$ cat src/rtl/opera_bus_fabric.sv
// Single-master Wishbone-classic address decoder and response fabric; hit ack at T+2 minimum, miss ack at T+1.
// No backpressure: one request in flight; misses and timeouts answer DEFAULT_DATA with m_err. BUS_FAULT_LOG_EN adds a fault log.
module opera_bus_fabric #(
  parameter int unsigned                 NUM_SLAVES     = 4,
  parameter logic [NUM_SLAVES*32-1:0]    SLV_BASE       = {NUM_SLAVES{32'h0}},
  parameter logic [NUM_SLAVES*32-1:0]    SLV_MASK       = {NUM_SLAVES{32'h0}},
  parameter int unsigned                 TIMEOUT_CYCLES = 64,
  parameter logic [31:0]                 DEFAULT_DATA   = 32'hBADACCE5
) (
`ifdef BUS_FAULT_LOG_EN
  output logic [31:0]               fault_adr,
  output logic [7:0]                fault_cnt,
  output logic                      fault_irq,
`endif
  input  logic                      sys_clk,
  input  logic                      reset_n,
  input  logic [31:0]               m_adr,
  input  logic [31:0]               m_dat_w,
  input  logic [3:0]                m_sel,
  input  logic                      m_we,
  input  logic                      m_cyc,
  input  logic                      m_stb,
  output logic [31:0]               m_dat_r,
  output logic                      m_ack,
  output logic                      m_err,
  output logic [31:0]               s_adr,
  output logic [31:0]               s_dat_w,
  output logic [3:0]                s_sel,
  output logic                      s_we,
  output logic [NUM_SLAVES-1:0]     s_cyc,
  output logic [NUM_SLAVES-1:0]     s_stb,
  input  logic [NUM_SLAVES*32-1:0]  s_dat_r,
  input  logic [NUM_SLAVES-1:0]     s_ack
);

  localparam int IW = (NUM_SLAVES > 1) ? $clog2(NUM_SLAVES) : 1;
  localparam int TW = (TIMEOUT_CYCLES > 0) ? $clog2(TIMEOUT_CYCLES + 1) : 1;
  localparam logic [TW-1:0] TLIM = (TIMEOUT_CYCLES > 0) ? TW'(TIMEOUT_CYCLES - 1) : '0;

  typedef enum logic [1:0] {IDLE, ACTIVE, RESP} state_t;

  state_t                 state, state_nxt;
  logic [IW-1:0]          sel_idx;
  logic [TW-1:0]          tcnt;
  logic                   hit;
  logic [IW-1:0]          hit_idx;
  logic [NUM_SLAVES-1:0]  hit_onehot;
  logic                   start_hit, start_miss, abort, done_ok, done_to, err_ack;
  logic                   sel_ack;
  logic [31:0]            sel_dat;

  // Scan from the top down so the lowest-index match is the one left standing.
  always_comb begin
    hit        = 1'b0;
    hit_idx    = '0;
    hit_onehot = '0;
    for (int k = NUM_SLAVES - 1; k >= 0; k--) begin
      if ((m_adr & SLV_MASK[32*k +: 32]) == SLV_BASE[32*k +: 32]) begin
        hit     = 1'b1;
        hit_idx = IW'(k);
      end
    end
    hit_onehot[hit_idx] = hit;
  end

  assign sel_ack = s_ack[sel_idx];
  assign sel_dat = s_dat_r[32*sel_idx +: 32];
  assign err_ack = start_miss | done_to;

  always_ff @(posedge sys_clk or negedge reset_n) begin
    if (!reset_n) state <= IDLE;
    else          state <= state_nxt;
  end

  always_comb begin
    state_nxt  = state;
    start_hit  = 1'b0;
    start_miss = 1'b0;
    abort      = 1'b0;
    done_ok    = 1'b0;
    done_to    = 1'b0;
    case (state)
      IDLE: begin
        if (m_cyc && m_stb) begin
          if (hit) begin
            start_hit = 1'b1;
            state_nxt = ACTIVE;
          end else begin
            start_miss = 1'b1;
            state_nxt  = RESP;
          end
        end
      end
      ACTIVE: begin
        // Abort beats ack; ack beats a timeout expiring in the same cycle.
        if (!m_cyc) begin
          abort     = 1'b1;
          state_nxt = IDLE;
        end else if (sel_ack) begin
          done_ok   = 1'b1;
          state_nxt = RESP;
        end else if ((TIMEOUT_CYCLES != 0) && (tcnt == TLIM)) begin
          done_to   = 1'b1;
          state_nxt = RESP;
        end
      end
      RESP:    state_nxt = IDLE;
      default: state_nxt = IDLE;
    endcase
  end

  always_ff @(posedge sys_clk or negedge reset_n) begin
    if (!reset_n) begin
      s_adr   <= '0;
      s_dat_w <= '0;
      s_sel   <= '0;
      s_we    <= 1'b0;
      s_cyc   <= '0;
      s_stb   <= '0;
      sel_idx <= '0;
      tcnt    <= '0;
      m_ack   <= 1'b0;
      m_err   <= 1'b0;
      m_dat_r <= '0;
    end else begin
      m_ack <= start_miss | done_ok | done_to;
      m_err <= err_ack;
      if (start_hit || start_miss) begin
        s_adr   <= m_adr;
        s_dat_w <= m_dat_w;
        s_sel   <= m_sel;
        s_we    <= m_we;
      end
      if (start_hit) begin
        s_cyc   <= hit_onehot;
        s_stb   <= hit_onehot;
        sel_idx <= hit_idx;
      end else if (abort || done_ok || done_to) begin
        s_cyc <= '0;
        s_stb <= '0;
      end
      if (start_hit)            tcnt <= '0;
      else if (state == ACTIVE) tcnt <= tcnt + 1'b1;
      if (err_ack)      m_dat_r <= DEFAULT_DATA;
      else if (done_ok) m_dat_r <= s_we ? 32'h0 : sel_dat;
    end
  end

`ifdef BUS_FAULT_LOG_EN
  always_ff @(posedge sys_clk or negedge reset_n) begin
    if (!reset_n) begin
      fault_adr <= '0;
      fault_cnt <= '0;
      fault_irq <= 1'b0;
    end else begin
      fault_irq <= err_ack;
      if (err_ack) begin
        fault_adr <= start_miss ? m_adr : s_adr;
        if (fault_cnt != 8'hFF) fault_cnt <= fault_cnt + 8'd1;
      end
    end
  end
`endif

endmodule

$ cat config.mk
export PLATFORM = sky130hd
export DESIGN_NAME = opera_bus_fabric
export DESIGN_NICKNAME = d
export VERILOG_FILES = /design/src/rtl/opera_bus_fabric.sv
export SDC_FILE = /design/constraint.sdc
export NUM_CORES = 1
export LEC_CHECK = 0
export CAP_MARGIN = 0
export CORE_AREA = 5 5 119 121
export CTS_BUF_LIST = sky130_fd_sc_hd__clkbuf_4 sky130_fd_sc_hd__clkbuf_8
export DETAILED_ROUTE_END_ITERATION = 16
export DIE_AREA = 0 0 124 126
export DONT_BUFFER_PORTS = 1
export RECOVER_POWER = 100
export REMOVE_ABC_BUFFERS = 1
export SYNTH_ARGS = -nofsm -noshare
export SYNTH_HDL_FRONTEND = slang
export SYNTH_SLANG_ARGS = --single-unit
$ cat constraint.sdc
create_clock -name sys_clk -period 3.92 [get_ports sys_clk]
set_clock_uncertainty 0.05 [all_clocks]
set_input_delay 0.784 -clock sys_clk [delete_from_list [all_inputs] [get_ports sys_clk]]
set_output_delay 0.784 -clock sys_clk [all_outputs]
set_load 0.01 [all_outputs]
# == Word level (Yosys, flattened, before mapping) ==
# Cells that the tools add are included.
# totals
register_bits,116
latch_bits,0
ramBits,0
romBits,0
n_memories,0
# op_classes
addsub,1
multipliers,0
div,0
magnitude_cmp,0
eq_ne,4
shift,0
muxes,23
n_bitwise,1
n_reduce_logical,8
# ops
op,count
2-to-1 mux 32 bit,3
2-to-1 mux 7 bit,2
2-to-1 mux 1 bit,11
2-to-1 mux 2 bit,4
2-to-1 mux 4 bit,2
"adder 7 x 1 -> 7 bit, second input constant",1
"== test 7 x 6 -> 1 bit, second input constant",1
nonzero test 2 bit,3
"inequality test 4 bit, second input constant",1
case mux 2 bit (2 select lines),1
"== test 2 x 1 -> 1 bit, second input constant",1
zero test 2 bit,1
logical OR 1 bit,2
"inequality test 2 bit, second input constant",1
AND reduction 2 bit,1
logical AND 1 bit,1
bitwise OR 1 bit,1

# == Longest topological paths before layout ==
# Gate-level depths: netlist (run 1).
# depth
depth_word,8
ltp_mapped,6
mapped_depth_nobuf,4

# == Least setup slack after synthesis (run 1) ==
# OpenSTA, ideal clock, no wires.
# synth_path
kind,in2reg
from,in m_cyc
to,reg m_dat_r[13]
arrival_ps,1529
setup_slack_ps,2214
path_stages,5
path_buffers,2
path_cell_list,buf_4 > and4b_4 > buf_4 > a32oi_1 > o21ai_1
# synth_via
elab_chain_cells,3
word_cells_on_any_way,6
classes_between,mux (5); reduce/logical (1)
# synth_rtl
item,line_no,text
start: declaration,21,"input logic m_cyc,"
2-to-1 mux 1 bit,96,if (!m_cyc) begin
2-to-1 mux 1 bit,82,case (state)
2-to-1 mux 32 bit or nonzero test 2 bit (tied branches),--,
end signal: assignment,145,else if (done_ok) m_dat_r <= s_we ? 32'h0 : sel_dat;
end: declaration,23,"output logic [31:0] m_dat_r,"
# Parallel ways exist; a longest one is shown, timed or not.
# A chain may end at the register's enable or synchronous reset.

# == Worst setup path in the final report (run 1) ==
# layout_path
from,reg state[0]
to,reg s_adr[15]
# layout_via
elab_chain_cells,2
# layout_rtl
item,line_no,text
start: declaration,42,"state_t state, state_nxt;"
start signal: assignment,72,else state <= state_nxt;
zero test 2 bit,82,
2-to-1 mux 1 bit,82,
end signal: assignment,129,s_adr <= m_adr;
end: declaration,26,"output logic [31:0] s_adr,"
# No other way between the ends.

==> flow_summary.json, run 1 <==
{
  "leakagePower_nw": 2.63,
  "arrival_ns": 2.70,
  "yosys.cell_types.count": 35,
  "p_per_area_nw_per_um2": 584,
  "fp.dieW_um": 124,
  "routabilityCongestion": 0.787,
  "synth_seq_area_share_pct": 57.8,
  "setup_slack_ns": 1.52,
  "dr.pass1.iters": 4,
  "path_class": "reg2reg",
  "viasPerCell": 4.91,
  "fillers": 1292,
  "setup_violations": 0,
  "tritoncts": "done",
  "placementRows": 42,
  "antenna_found_initial": 0,
  "ir_worst_vdd_v": 0.000286,
  "multi_input_area_sq_um": 1610,
  "max-cap-violations": 0,
  "worst_pin_slew_ns": 1.41,
  "wirelength_um": 12700,
  "cp_max_fo": 71,
  "insertion_delay_ns": 0.41,
  "dp_hpwl_um": 8710,
  "dieArea_sq_um": 15600,
  "start_util_pct": 37.7,
  "slew_viol_final": 0,
  "drc": 0,
  "run_status": "complete, no violations",
  "clk_pin_slew_worst_paths_ns": 0.08,
  "cts_setup_buffers": 0,
  "grt_start_max_net_pins": 114,
  "post_drt_wl_per_cell_um": 18.2,
  "die_h_um": 126,
  "crit_required_ns": 4.22,
  "nets": 713,
  "core_area_sq_um": 13000,
  "htree_levels": 4,
  "regArea_sq_um": 2830,
  "portBuffers": 0,
  "slew_headroom_pct": 6.09,
  "drive_above_1_share_pct": 7.69,
  "period_share_pct": 61.3,
  "end_kind": "flip-flop",
  "synth_warnings": 0,
  "hp-class": "in2async",
  "gr-total-overflow": 0,
  "io-pin-count": 316,
  "rsz0062_at_grt": "false",
  "grt_usage_pct": 16.4,
  "cts_sinks": 113,
  "area_delta_synth_final_pct": 7.22,
  "fin_crit_ns": 2.40,
  "setup_tns_ns": 0,
  "cts_buffer_depth": 2,
  "grt_pass1_wl_um": 19900,
  "hold_violations": 0,
  "cts_buffers": 17,
  "place_ws_ns": 1.51,
  "startpoint_type": "flip-flop",
  "grt_pass1_vias": 3675,
  "synth.avg_cell_area_sq_um": 9.46,
  "root_buffer": "clkbuf_8",
  "drtIter0Drc": 128,
  "holdWs_ns": 0.262,
  "fmax_mhz": 416,
  "synth-seq-cells": 113,
  "synth_cells": 517,
  "post-route-util_pct": 40.4,
  "final_antenna_net_count": 0,
  "netlist_area_sq_um": 4890,
  "n_antenna_cell": 0,
  "vias": 3417
}
## metrics by stage
stage	area (sq um)	cells	power [mW]
6_report	5240	696	3.06
5_1_grt	5240	696	3.25
4_1_cts	5330	696	3.12
3_5_place_dp	4880	663	1.93
3_3_place_gp	4880	663	1.91
2_1_floorplan	4650	485	1.80
## critical path, stage by stage, from the launching register on
cell and delay (ns):
dfrtp_1 0.48, and4bb_2 0.33, clkbuf_2 1.00, nand2_1 0.29, nand2_1 0.14
## final timing paths
| path | from | endpoint | slack, ns | cells past startpoint |
|---|---|---|---|---|
| setup / recovery | state[0] | s_adr[15] | 1.52 | 4 |
| hold / removal | reset_n | m_dat_r[9] | 0.26 | 1 |
| setup reg to reg | state[0] | s_adr[15] | 1.52 | 4 |
| hold reg to reg | tcnt[6] | tcnt[6] | 0.42 | 1 |
| max in group asynchronous | reset_n | s_adr[11] | 3.09 | 1 |
| min in group sys_clk | tcnt[6] | tcnt[6] | 0.42 | 1 |
## cells by family after synthesis
kind of cell,share of synthesized area [%]
compound gates,11.9
mux,0.614
other cells,0.0767
flops,57.8
simple gates,21.5
buf+inv,7.86
fa+ha+maj,0.256
## layout by cell type, fill, tap and decap left out, drive strengths merged, types with 3 or more instances in the layout
cell	Yosys	routed
nor2	21	21
inv	33	36
nand2	213	213
dfrtp	113	113
mux2i	3	3
a21oi	23	23
conb	1	6
a211oi	19	19
o21ai	17	17
a32oi	13	13
clkinv	0	6
nand3	4	4
bufinv	0	3
clkbuf	6	20
## final cells by class
type	instances	share of cell area (%)
flip-flops and latches	113	54.0
multi-input cells	339	30.7
clock buffers	18	4.61
well taps	176	4.20
clock inverters	14	3.44
inverters	33	2.36
repair buffers	3	0.692
## cells in the mapped netlist (all sizes together)
master   count  area, sq um
and4bb       1         12.5
clkbuf       6         26.3
and3b        2         17.5
mux2i        3         30.0
nand3b       2         15.0
nor2        21         78.8
inv         33          124
nand2b       1         6.26
nor2b        1         6.26
nand4        2         12.5
nand2      213          800
o31ai        1         7.51
and3         1         6.26
nand4bb      1         27.5
ha           1         12.5
conb         1         3.75
dfrtp      113         2830
a211oi      19          233
nand3        4         20.0
o211ai       1         7.51
nand4b       1         23.8
nor3         2         10.0
o21a         1         7.51
a21oi       23          119
a32oi       13          114
buf         31          234
a21o         1         7.51
and4b        1         13.8
o21ai       17         85.1
## what timing repair did
item / 4_1_cts / 5_1_grt
hold buffers: 1 / 0
gates resized for setup: 0 / 0
endpoints found under the setup margin: 0 / 0
endpoints found under the hold margin: 113 / 0
## flip-flops by register name, summed over array words and instances, names as in the netlist
name and count:
m_ack 1, m_dat_r 32, m_err 1, s_adr 32, s_dat_w 32, s_sel 4
s_stb 1, s_we 1, state 2, tcnt 7
## where the power goes
| group | leakage (nW) | switching [mW] | internal, mW |
|---|---|---|---|
| combinational | 1.03 | 0.201 | 0.109 |
| sequential | 1.40 | 0.250 | 1.35 |
| clock | 0.208 | 0.510 | 0.645 |
## metal layers
| layer | track usage (%) | wire, um |
|---|---|---|
| met1 | 19.5 | 4990 |
| met2 | 24.6 | 5670 |
| met3 | 10.8 | 1950 |
| met4 | 4.51 | 85 |
| met5 | 0 | 0 |
No activity file was read; power rests on OpenSTA's default activity.
==> inputs of run 2 (changes only) <==
==> constraint.sdc (replaced) <==
create_clock -name sys_clk -period 2.43 [get_ports sys_clk]
set_clock_uncertainty 0.05 [all_clocks]
set_input_delay 0.486 -clock sys_clk [delete_from_list [all_inputs] [get_ports sys_clk]]
set_output_delay 0.486 -clock sys_clk [all_outputs]
set_load 0.01 [all_outputs]
==> flow_summary.json, run 2 (synthesis results as in run 1) <==
{
  "run_status": "finished with violations",
  "violations": "negative hold slack",
  "start_util_pct": 37.7,
  "path_class": "reg2reg",
  "cts_buffer_depth": 2,
  "worstPathCellList": "ha_1 -> and3_1 -> a21oi_1 -> buf_12 -> a211oi_1",
  "slew_viol_final": 0,
  "post_drt_wl_per_cell_um": 18.0,
  "grt_pass1_wl_um": 19500,
  "grt_usage_pct": 16.2,
  "rsz0062_at_grt": "false",
  "fp.dieW_um": 124,
  "rrSetupSlack_ns": 0.51,
  "dieArea_sq_um": 15600,
  "routabilityCongestion": 0.780,
  "vias": 3472,
  "reg2reg_from": "tcnt[0]",
  "final_common_cell": "nand2_1",
  "post-route-util_pct": 39.8,
  "dp_hpwl_um": 8800,
  "worst_pin_slew_ns": 0.843,
  "crit_path_start": "tcnt[0]",
  "arrival_ns": 2.16,
  "design_power_total_mw": 4.57,
  "hp-class": "in2async",
  "worstSetupEndpoint": "m_dat_r[14]",
  "dpl_cell_area_sq_um": 4930,
  "r2r_end": "m_dat_r[14]",
  "holdWs_ns": -0.291,
  "area_delta_synth_final_pct": 5.55,
  "n_antenna_cell": 0,
  "startpoint_type": "flip-flop",
  "cts_buffers": 17,
  "io-pin-count": 316,
  "dr.pass1.iters": 4,
  "crit_slowest_cell": "a21oi_1",
  "reg2regPathDepth": 5,
  "end_kind": "flip-flop",
  "wirelength_um": 12500,
  "fillers": 1292,
  "dpl.cell_count": 665,
  "gr-total-overflow": 0,
  "cp_max_fo": 17,
  "die_h_um": 126,
  "placementRows": 42,
  "setup_violations": 0,
  "setup_tns_ns": 0,
  "crit_buf_inv": 1,
  "antenna_found_initial": 0,
  "core_area_sq_um": 13000,
  "reg.largest.list": "m_dat_r: 32 flops, s_adr: 32 flops, s_dat_w: 32 flops",
  "viasPerCell": 4.98,
  "period_share_pct": 79.2,
  "insertion_delay_ns": 0.41,
  "path_depth": 5,
  "drtIter0Drc": 105,
  "path_delay_family": "compound AO/OA/AOI/OAI gates",
  "clk_pin_slew_worst_paths_ns": 0.08,
  "slew_headroom_pct": 43.8,
  "nets": 714,
  "final_cells": 697,
  "crit_required_ns": 2.67,
  "fmax_mhz": 520,
  "portBuffers": 0,
  "grt_pass1_vias": 3651,
  "cts_sinks": 113,
  "final_antenna_net_count": 0,
  "root_buffer": "clkbuf_8",
  "max-cap-violations": 0,
  "cp_slowest_stage_delay_ns": 0.54,
  "fin_crit_ns": 1.92,
  "hold_violations": 113,
  "p_per_area_nw_per_um2": 887,
  "stdcell_area_sq_um": 5160,
  "mostFrequentLayoutCells": "nand2_1 (213), dfrtp_1 (113), inv_1 (33)",
  "drive_above_1_share_pct": 8.06,
  "drc": 0,
  "tritoncts": "done",
  "grt_start_max_net_pins": 114,
  "ir_worst_vdd_v": 0.000354,
  "htree_levels": 4,
  "leakagePower_nw": 2.60
}
-- run 2: changes by cell type in the layout (fill, tap and decap cells not counted), moves of 2 or more --
cell        before  now
clkbuf_4         1    3
clkinvlp_4       2    4
bufinv_16        3    0
clkinv_2         1    5
inv_6            3    1
clkinv_4         5    3
-- run 2: timing repair --
item,4_1_cts,5_1_grt
buffers inserted,0,0
resized for setup,0,0
endpoints found under the hold margin,113,113
-- run 2: how the worst min path moves through the flow --
stage                       start          end  slack, ns  cells after the start
final                     reset_n      tcnt[2]      -0.29                      0
after global routing      reset_n  m_dat_r[22]      -0.34                      0
after CTS                 reset_n  m_dat_r[22]      -0.32                      0
after detailed placement  reset_n  m_dat_r[22]       0.14                      0
after global placement    reset_n  m_dat_r[15]       0.15                      0
after floorplan           reset_n        m_ack       0.14                      0
-- run 2: per-stage QoR --
step	hold slack (ns)	worst slack, ns
2_1_floorplan	0.140	0.230
3_3_place_gp	0.145	0.665
3_5_place_dp	0.145	0.637
4_1_cts	-0.324	0.615
5_1_grt	-0.339	0.353
6_report	-0.291	0.506
-- run 2: report_power, final --
part           switching [mW]  leakage [nW]  internal [mW]  total [mW]
Combinational           0.288          1.03          0.175       0.463
Sequential              0.403          1.40           2.17        2.58
Clock                   0.796         0.171          0.739        1.54
-- run 2: routing by layer --
metal / part of all wire (%) / vias up / routed length [um] / GRT usage [%]
met5: 0 / - / 0 / 0
li1: - / 1628 / - / -
met1: 38 / 1631 / 4810 / 18.5
met3: 16 / 9 / 2010 / 10.8
met2: 45 / 204 / 5620 / 24.7
met4: 0.73 / 0 / 91 / 4.96
-- run 2: cell type report --
| cell class | instances | area, sq um | area share (%) |
|---|---|---|---|
| clock buffer | 19 | 255 | 4.95 |
| tap | 176 | 220 | 4.27 |
| sequential | 113 | 2830 | 54.8 |
| timing repair buffer | 4 | 42.5 | 0.824 |
| multi-input combinational | 339 | 1600 | 31.0 |
| clock inverter | 13 | 90.1 | 1.75 |
| inverter | 33 | 124 | 2.40 |
==> inputs of run 3 (changes only) <==
==> constraint.sdc (replaced) <==
create_clock -name sys_clk -period 1.9 [get_ports sys_clk]
set_clock_uncertainty 0.05 [all_clocks]
set_input_delay 0.38 -clock sys_clk [delete_from_list [all_inputs] [get_ports sys_clk]]
set_output_delay 0.38 -clock sys_clk [all_outputs]
set_load 0.01 [all_outputs]
==> flow_summary.json, run 3 (synthesis results as in run 1) <==
{
  "drtIter0Drc": 166,
  "holdWs_ns": -0.388,
  "io-pin-count": 316,
  "grt_pass1_vias": 3884,
  "grt_util_met2_pct": 27.0,
  "crit_required_ns": 2.14,
  "ir_worst_vdd_v": 0.000544,
  "grt_util_met1_pct": 20.4,
  "cts_buffers": 17,
  "fp.dieW_um": 124,
  "period_share_pct": 87.9,
  "max-cap-violations": 0,
  "place_ws_ns": 0.145,
  "grt_pass1_wl_um": 21000,
  "stdcell_area_sq_um": 5710,
  "start_util_pct": 37.7,
  "reg2regPathDepth": 5,
  "grt_usage_pct": 17.4,
  "met3_usage_pct": 9.60,
  "gr-total-overflow": 0,
  "insertion_delay_ns": 0.41,
  "drive_above_1_share_pct": 7.79,
  "final_antenna_net_count": 0,
  "reg.largest.list": "m_dat_r: 32 flops, s_adr: 32 flops, s_dat_w: 32 flops",
  "antenna_found_initial": 0,
  "setup_violations": 0,
  "rsz0062_at_grt": "false",
  "placementRows": 42,
  "wirelength_um": 13400,
  "dp_hpwl_um": 9040,
  "run_status": "finished with violations",
  "setup_slack_ns": 0.231,
  "fmax_mhz": 599,
  "grt_busiest_layer": "met2",
  "nets": 759,
  "portBuffers": 0,
  "final_common_cell": "nand2_1",
  "area_delta_synth_final_pct": 16.7,
  "n_antenna_cell": 0,
  "viasPerCell": 4.95,
  "dr.pass1.iters": 4,
  "end_kind": "flip-flop",
  "cts_buffer_depth": 2,
  "core_area_sq_um": 13000,
  "cp_max_fo": 17,
  "drc": 0,
  "clk_pin_slew_worst_paths_ns": 0.07,
  "cts_sinks": 113,
  "startpoint_type": "flip-flop",
  "vias": 3669,
  "die_h_um": 126,
  "dpl_cell_area_sq_um": 4970,
  "leakagePower_nw": 2.85,
  "tritoncts": "done",
  "hp-class": "in2async",
  "root_buffer": "clkbuf_8",
  "htree_levels": 4,
  "multi_input_area_sq_um": 1590,
  "grt_start_max_net_pins": 114,
  "fillers": 1231,
  "path_class": "reg2reg",
  "post_drt_wl_per_cell_um": 18.1,
  "dieArea_sq_um": 15600,
  "regArea_sq_um": 2830,
  "hold_violations": 113,
  "fin_crit_ns": 1.67,
  "post-route-util_pct": 44.0,
  "violations": "negative hold slack",
  "arrival_ns": 1.91,
  "mostFrequentLayoutCells": "nand2_1 (213), dfrtp_1 (113), dlygate4sd3_1 (40)",
  "p_per_area_nw_per_um2": 1140,
  "slew_viol_final": 0,
  "routabilityCongestion": 0.794
}
==> run 3: through the flow <==
stage	TNS [ns]	std cells	power, mW
3_5_place_dp	0	670	4.01
2_1_floorplan	-20.89	485	3.72
3_3_place_gp	0	670	3.97
6_report	0	741	6.50
5_1_grt	0	741	6.88
4_1_cts	0	740	6.64
==> run 3: what timing repair did <==
item,in CTS,in global routing
setup buffers,0,0
gates resized for setup,0,1
endpoints found under the setup margin,0,1
hold buffers,39,1
endpoints found under the hold margin,152,114
==> run 3: layout make-up <==
type,count,area share [%]
inverter,33,2.17
clock buffer,21,4.96
tap,176,3.86
timing repair buffer,49,8.81
multi-input combinational,339,27.9
sequential,113,49.6
clock inverter,10,2.76
==> run 3: routing by layer <==
metal	share of wire, %	vias up
met2	45	197
met5	0	-
met1	39	1743
met3	14	17
met4	1.5	0
li1	-	1712
==> run 3: final timing paths <==
path / startpoint / endpoint / slack, ns
min in group sys_clk: m_adr[30] / s_adr[30] / 0.04
setup reg to reg: tcnt[0] / m_dat_r[22] / 0.23
max in group asynchronous: reset_n / s_dat_w[26] / 2.05
hold / removal: reset_n / state[0] / -0.39
setup / recovery: tcnt[0] / m_dat_r[22] / 0.23
hold reg to reg: tcnt[6] / tcnt[6] / 0.44
==> run 3: worst max-delay path, stage by stage (launching register included) <==
cell,delay [ns]
dfrtp_1,0.43
ha_1,0.26
and3_1,0.23
a21oi_1,0.31
buf_12,0.20
a211oi_1,0.08
==> run 3: where the power goes <==
group          internal, mW  total [mW]  switching, mW  leakage (nW)
Combinational         0.297       0.694          0.397          1.23
Clock                  1.54        2.50          0.966         0.217
Sequential             2.78        3.31          0.525          1.40
Total                  4.61        6.50           1.89          2.85
